--- src/rtl/csr_pkg.sv ---
// Shared CSR address map, func3 operation encodings and the read-modify-write helper.
package csr_pkg;

    typedef enum logic [11:0] {
        CSR_MSTATUS = 12'h300,
        CSR_MIE     = 12'h304,
        CSR_MTVEC   = 12'h305,
        CSR_MEPC    = 12'h341,
        CSR_MCAUSE  = 12'h342,
        CSR_CYCLE   = 12'hC00,
        CSR_CYCLEH  = 12'hC80
    } csr_addr_t;

    localparam logic [1:0] OP_NONE = 2'b00;
    localparam logic [1:0] OP_RW   = 2'b01;
    localparam logic [1:0] OP_SET  = 2'b10;
    localparam logic [1:0] OP_CLR  = 2'b11;

    localparam logic [31:0] MCAUSE_EXT_INT = 32'h8000_000B;

    localparam int MSTATUS_MIE  = 3;
    localparam int MSTATUS_MPIE = 7;
    localparam int MIE_MEIE     = 11;

    function automatic logic [31:0] apply_op(input logic [1:0] op,
                                             input logic [31:0] old_val,
                                             input logic [31:0] operand);
        case (op)
            OP_RW:   apply_op = operand;
            OP_SET:  apply_op = old_val | operand;
            OP_CLR:  apply_op = old_val & ~operand;
            default: apply_op = old_val;
        endcase
    endfunction

endpackage

--- src/rtl/csr_counter64.sv ---
// Free-running 64-bit cycle counter, cleared by synchronous reset.
module csr_counter64 (
    input  logic        clk,
    input  logic        RST,
    output logic [63:0] count
);

    always_ff @(posedge clk) begin
        if (RST)
            count <= 64'd0;
        else
            count <= count + 64'd1;
    end

endmodule

--- src/rtl/csr_unit.sv ---
// Machine-mode CSR file: mstatus/mie/mtvec/mepc/mcause plus read-only cycle counter,
// with interrupt entry and mret side effects prioritised over software writes.
module csr_unit
    import csr_pkg::*;
#(
    parameter logic [31:0] MTVEC_RST = 32'h0000_0000
) (
    input  logic        clk,
    input  logic        RST,
    input  logic        csr_WE,
    input  logic        int_taken,
    input  logic        mret_exec,
    input  logic [2:0]  func3,
    input  logic [11:0] addr,
    input  logic [31:0] wd,
    input  logic [31:0] pc,
    output logic [31:0] rd,
    output logic [31:0] mepc,
    output logic [31:0] mtvec,
    output logic        intr_en
);

    logic        status_mie, status_mpie, meie;
    logic [31:0] mtvec_q, mepc_q, mcause_q;
    logic        status_mie_n, status_mpie_n, meie_n;
    logic [31:0] mtvec_n, mepc_n, mcause_n;
    logic [31:0] wr_val;
    logic [63:0] count;

    csr_counter64 u_counter (
        .clk   (clk),
        .RST   (RST),
        .count (count)
    );

    always_comb begin
        rd = 32'd0;
        case (addr)
            CSR_MSTATUS: begin
                rd[MSTATUS_MIE]  = status_mie;
                rd[MSTATUS_MPIE] = status_mpie;
            end
            CSR_MIE:     rd[MIE_MEIE] = meie;
            CSR_MTVEC:   rd = mtvec_q;
            CSR_MEPC:    rd = mepc_q;
            CSR_MCAUSE:  rd = mcause_q;
            CSR_CYCLE:   rd = count[31:0];
            CSR_CYCLEH:  rd = count[63:32];
            default:     rd = 32'd0;
        endcase
    end

    // The write value is derived from rd, so unmapped addresses read as zero and are simply not stored.
    always_comb begin
        wr_val        = apply_op(func3[1:0], rd, wd);
        status_mie_n  = status_mie;
        status_mpie_n = status_mpie;
        meie_n        = meie;
        mtvec_n       = mtvec_q;
        mepc_n        = mepc_q;
        mcause_n      = mcause_q;
        if (int_taken) begin
            mepc_n        = {pc[31:2], 2'b00};
            status_mpie_n = status_mie;
            status_mie_n  = 1'b0;
            mcause_n      = MCAUSE_EXT_INT;
        end else if (mret_exec) begin
            status_mie_n  = status_mpie;
            status_mpie_n = 1'b1;
        end else if (csr_WE && func3[1:0] != OP_NONE) begin
            case (addr)
                CSR_MSTATUS: begin
                    status_mie_n  = wr_val[MSTATUS_MIE];
                    status_mpie_n = wr_val[MSTATUS_MPIE];
                end
                CSR_MIE:     meie_n   = wr_val[MIE_MEIE];
                CSR_MTVEC:   mtvec_n  = {wr_val[31:2], 2'b00};
                CSR_MEPC:    mepc_n   = {wr_val[31:2], 2'b00};
                CSR_MCAUSE:  mcause_n = wr_val;
                default:     ;
            endcase
        end
    end

    always_ff @(posedge clk) begin
        if (RST) begin
            status_mie  <= 1'b0;
            status_mpie <= 1'b0;
            meie        <= 1'b0;
            mtvec_q     <= {MTVEC_RST[31:2], 2'b00};
            mepc_q      <= 32'd0;
            mcause_q    <= 32'd0;
        end else begin
            status_mie  <= status_mie_n;
            status_mpie <= status_mpie_n;
            meie        <= meie_n;
            mtvec_q     <= mtvec_n;
            mepc_q      <= mepc_n;
            mcause_q    <= mcause_n;
        end
    end

    assign mepc    = mepc_q;
    assign mtvec   = mtvec_q;
    assign intr_en = status_mie & meie;

endmodule

--- config.mk ---
export PLATFORM = sky130hd
export DESIGN_NAME = csr_unit
export DESIGN_NICKNAME = d
export VERILOG_FILES = /design/src/rtl/csr_pkg.sv /design/src/rtl/csr_counter64.sv /design/src/rtl/csr_unit.sv
export SDC_FILE = /design/constraint.sdc
export NUM_CORES = 1
export LEC_CHECK = 0
export CAP_MARGIN = 10
export CORE_AREA = 2 2 133 135
export DETAILED_ROUTE_END_ITERATION = 7
export DIE_AREA = 0 0 135 137
export PLACE_DENSITY = 0.78
export REMOVE_ABC_BUFFERS = 1
export SKIP_CTS_REPAIR_TIMING = 1
export SYNTH_ARGS = -nofsm -noshare
export SYNTH_HDL_FRONTEND = slang
export SYNTH_HIERARCHICAL = 1
export SYNTH_SLANG_ARGS = --single-unit
--- constraint.sdc ---
create_clock -name clk -period 3.9 [get_ports clk]
set_clock_uncertainty 0.2 [all_clocks]
set_input_delay 0.975 -clock clk [delete_from_list [all_inputs] [get_ports clk]]
set_output_delay 0.975 -clock clk [all_outputs]
set_load 0.03 [all_outputs]
==> metrics.cfg <==
[critical_path]
critPathMaxFanout = 12
rr_worst_depth = 5
startpoint_type = input pin
crit_end = rd[27]
r2r-end = u_counter/count[63]
r2r_slack_ns = 0.85
crit_type = in2out
required_ns = 2.72
critPathCaptureType = output pin
rr_startpoint = u_counter/count[34]
cp.arrival_ns = 2.69
cp-startpoint = addr[0]

[clock_tree]
h-tree-depth = 4
cts_root_buf = clkbuf_16
clock_sinks = 159
clock_path_buffers = 2
clk_pin_slew_worst_paths_ns = 0.06
cts_tree = built
cts_buffers = 17
clkLatencyLatePin_ns = 0.42

[flow_run]
cap_violations = 0

[place]
hpwl_mm = 22.47
placed_area_mm2 = 0.01121
dp_slack_ns = -0.4501
port_buffers = 173
dp_cells = 1463
place.gp.congestion = 0.9766

[min_path]
min-delay-start = mcause_q[20]
hold_class = reg2reg

[sta]
relSlewSlack = 0.5601
max_freq_ghz = 0.2587
post-route-period-util = 0.9910
holdWs_ns = 0.2753
fin_crit_ns = 3.865
setup_violations = 0
hold_violations = 0
tightest_slew_ns = 0.6548
drv_slew = 0
layout_setup_ws_ns = 0.03522

[drt]
drc = 0
drt-pass1-iter-count = 5
ant_nets = 0
wl_mm = 32.33
route.vias.total = 9738
wl_per_cell_um = 21.54
vias_per_cell = 6.488
drtIter0Drc = 1214

[global_route]
grt_overflow_total = 0
track_usage = 0.3313
grt_max_degree = 69
grt_pass1_wl_mm = 48.16
antenna_found_initial = 0
grt_pass1_vias = 9033

[synth]
synth_cells = 1059
synth_area_leader_cell = dfxtp_1
ys.flop_type = dfxtp_1
seq_area_frac_synth = 0.3640
synth_area_mm2 = 0.008745
yosys-top-cells-area = dfxtp_1, a22oi_1, a21oi_1
synth.ff_latch_count = 159
synth_edf_count = 0
ys_async_sr_fraction = 0
synth.distinct_cells = 66
synth_warnings = 6
syn_area_per_cell_um2 = 8.257
synth_top_area_frac = 0.3640

[status]
status = finished, final reports clean

[final_layout]
insertedDiodeCount = 0
area_growth_pct = 39.26
regArea_mm2 = 0.003183
nFillCells = 1320
final_cells = 1501
multi_input_comb_area_mm2 = 0.005438
drive_above_1_share = 0.1834
final_cell_area_mm2 = 0.01218
num-nets-final = 1349

[die]
die_h_um = 137
start_util = 0.5127
rows = 48
core-area_mm2 = 0.01706
dieArea_mm2 = 0.01850
die_x_um = 135
io_pins = 181

[pwr]
p_per_area_mw_per_mm2 = 311.9
power.total_mw = 3.799
vdd_drop_max_mv = 0.3158
leakagePower_nw = 4.271

-- worst min-delay path by stage --
stage | end | slack, ns | depth (start not counted)
6_report | mcause_q[20] | 0.28 | 2
5_1_grt | mcause_q[11] | 0.29 | 2
3_3_place_gp | mcause_q[4] | 0.24 | 2
2_1_floorplan | mcause_q[20] | 0.24 | 2
3_5_place_dp | mcause_q[4] | 0.25 | 2
4_1_cts | mcause_q[4] | 0.27 | 2
-- report_power, final --
| part | switching [mW] | total [mW] | leakage [nW] | internal (mW) |
|---|---|---|---|---|
| Sequential | 0.0235 | 1.67 | 1.29 | 1.65 |
| Clock | 0.678 | 1.67 | 0.275 | 0.990 |
| Combinational | 0.251 | 0.459 | 2.71 | 0.208 |
-- metrics by stage --
step             util  setup TNS (ns)
3_5_place_dp   0.6571          -11.25
3_3_place_gp   0.6571          -10.54
4_1_cts        0.6912          -11.99
5_1_grt        0.7140       -0.001343
6_report       0.7140               0
2_1_floorplan       -          -32.30
-- area by class of cell --
cell class / count / area share
well taps: 225 / 0.02312
multi-input cells: 806 / 0.4465
inverters: 11 / 0.003391
clock inverters: 9 / 0.008939
flip-flops and latches: 159 / 0.2614
clock buffers: 22 / 0.03894
repair buffers: 269 / 0.2177
-- synth_stat cells (all sizes together), types with 4 or more instances --
| cell type | number |
|---|---|
| nor2b | 7 |
| and3 | 8 |
| or2 | 6 |
| inv | 11 |
| nor4 | 15 |
| o22ai | 27 |
| or3 | 21 |
| clkbuf | 54 |
| a211oi | 22 |
| nand3 | 49 |
| nand4 | 32 |
| a22oi | 94 |
| o2bb2ai | 18 |
| a21oi | 79 |
| nand2 | 81 |
| o31ai | 4 |
| a221o | 15 |
| buf | 32 |
| o21ai | 66 |
| and2 | 21 |
| nand3b | 11 |
| xor2 | 30 |
| or4 | 8 |
| nor2 | 79 |
| a21o | 5 |
| a222oi | 4 |
| xnor2 | 41 |
| nor3 | 14 |
| a41oi | 4 |
| dfxtp | 159 |
| mux2 | 10 |
-- logic make-up (layout without fill, tap and decap cells) --
group	after synthesis	count (layout)	synth area share
AO/OA/AOI/OAI	351	351	0.2694
XOR/XNOR	71	71	0.07111
adder cells (fa/ha/maj)	1	1	0.001431
buffers and inverters	97	311	0.04750
flip-flops	159	159	0.3640
multiplexers	13	13	0.01631
other	1	4	0.0004288
AND/OR/NAND/NOR	366	366	0.2298
-- registers in the layout, indices dropped and copies added (netlist names) --
register / count
mepc: 30
mtvec: 30
status_mpie: 1
mcause_q: 32
meie: 1
status_mie: 1
u_counter/count: 64
-- placed cells by master, fill, tap and decap left out, types with 5 or more instances in the layout --
cell / n
xor2_1: 30
o22ai_1: 27
and2_1: 19
nand3_1: 47
o21ai_1: 6
clkbuf_2: 5
a22oi_1: 89
nand2_1: 80
buf_6: 13
a211oi_1: 18
clkbuf_16: 18
nand4_1: 30
dfxtp_1: 159
nor4_4: 8
xnor2_1: 41
nor4_1: 6
dlymetal6s2s_1: 7
a21o_1: 5
o21ai_0: 59
or4_1: 7
clkdlybuf4s50_1: 126
and3_1: 8
buf_4: 96
nor2_1: 78
mux2_2: 10
a22oi_2: 5
nand3b_1: 11
nor2b_1: 5
o2bb2ai_2: 10
a221o_1: 15
or3_1: 20
inv_1: 11
nor3_1: 13
buf_12: 18
a21oi_1: 79
-- layer usage --
layer / track usage / vias to the layer above / share of wire
met3: 0.05852 / 98 / 0.095
met1: 0.4291 / 4690 / 0.40
li1: - / 4376 / -
met5: 0 / - / 0
met4: 0.1331 / 0 / 0.034
met2: 0.5488 / 574 / 0.47
-- critical path, cell delays in order --
cell and delay [ns]:
dlymetal6s2s_1 0.15, buf_4 0.16, nor2b_2 0.17, and2_4 0.17, buf_6 0.16, a22oi_1 0.32, o2bb2ai_4 0.11, a221o_1 0.31
buf_12 0.15
(Power assumes the default switching activity.)
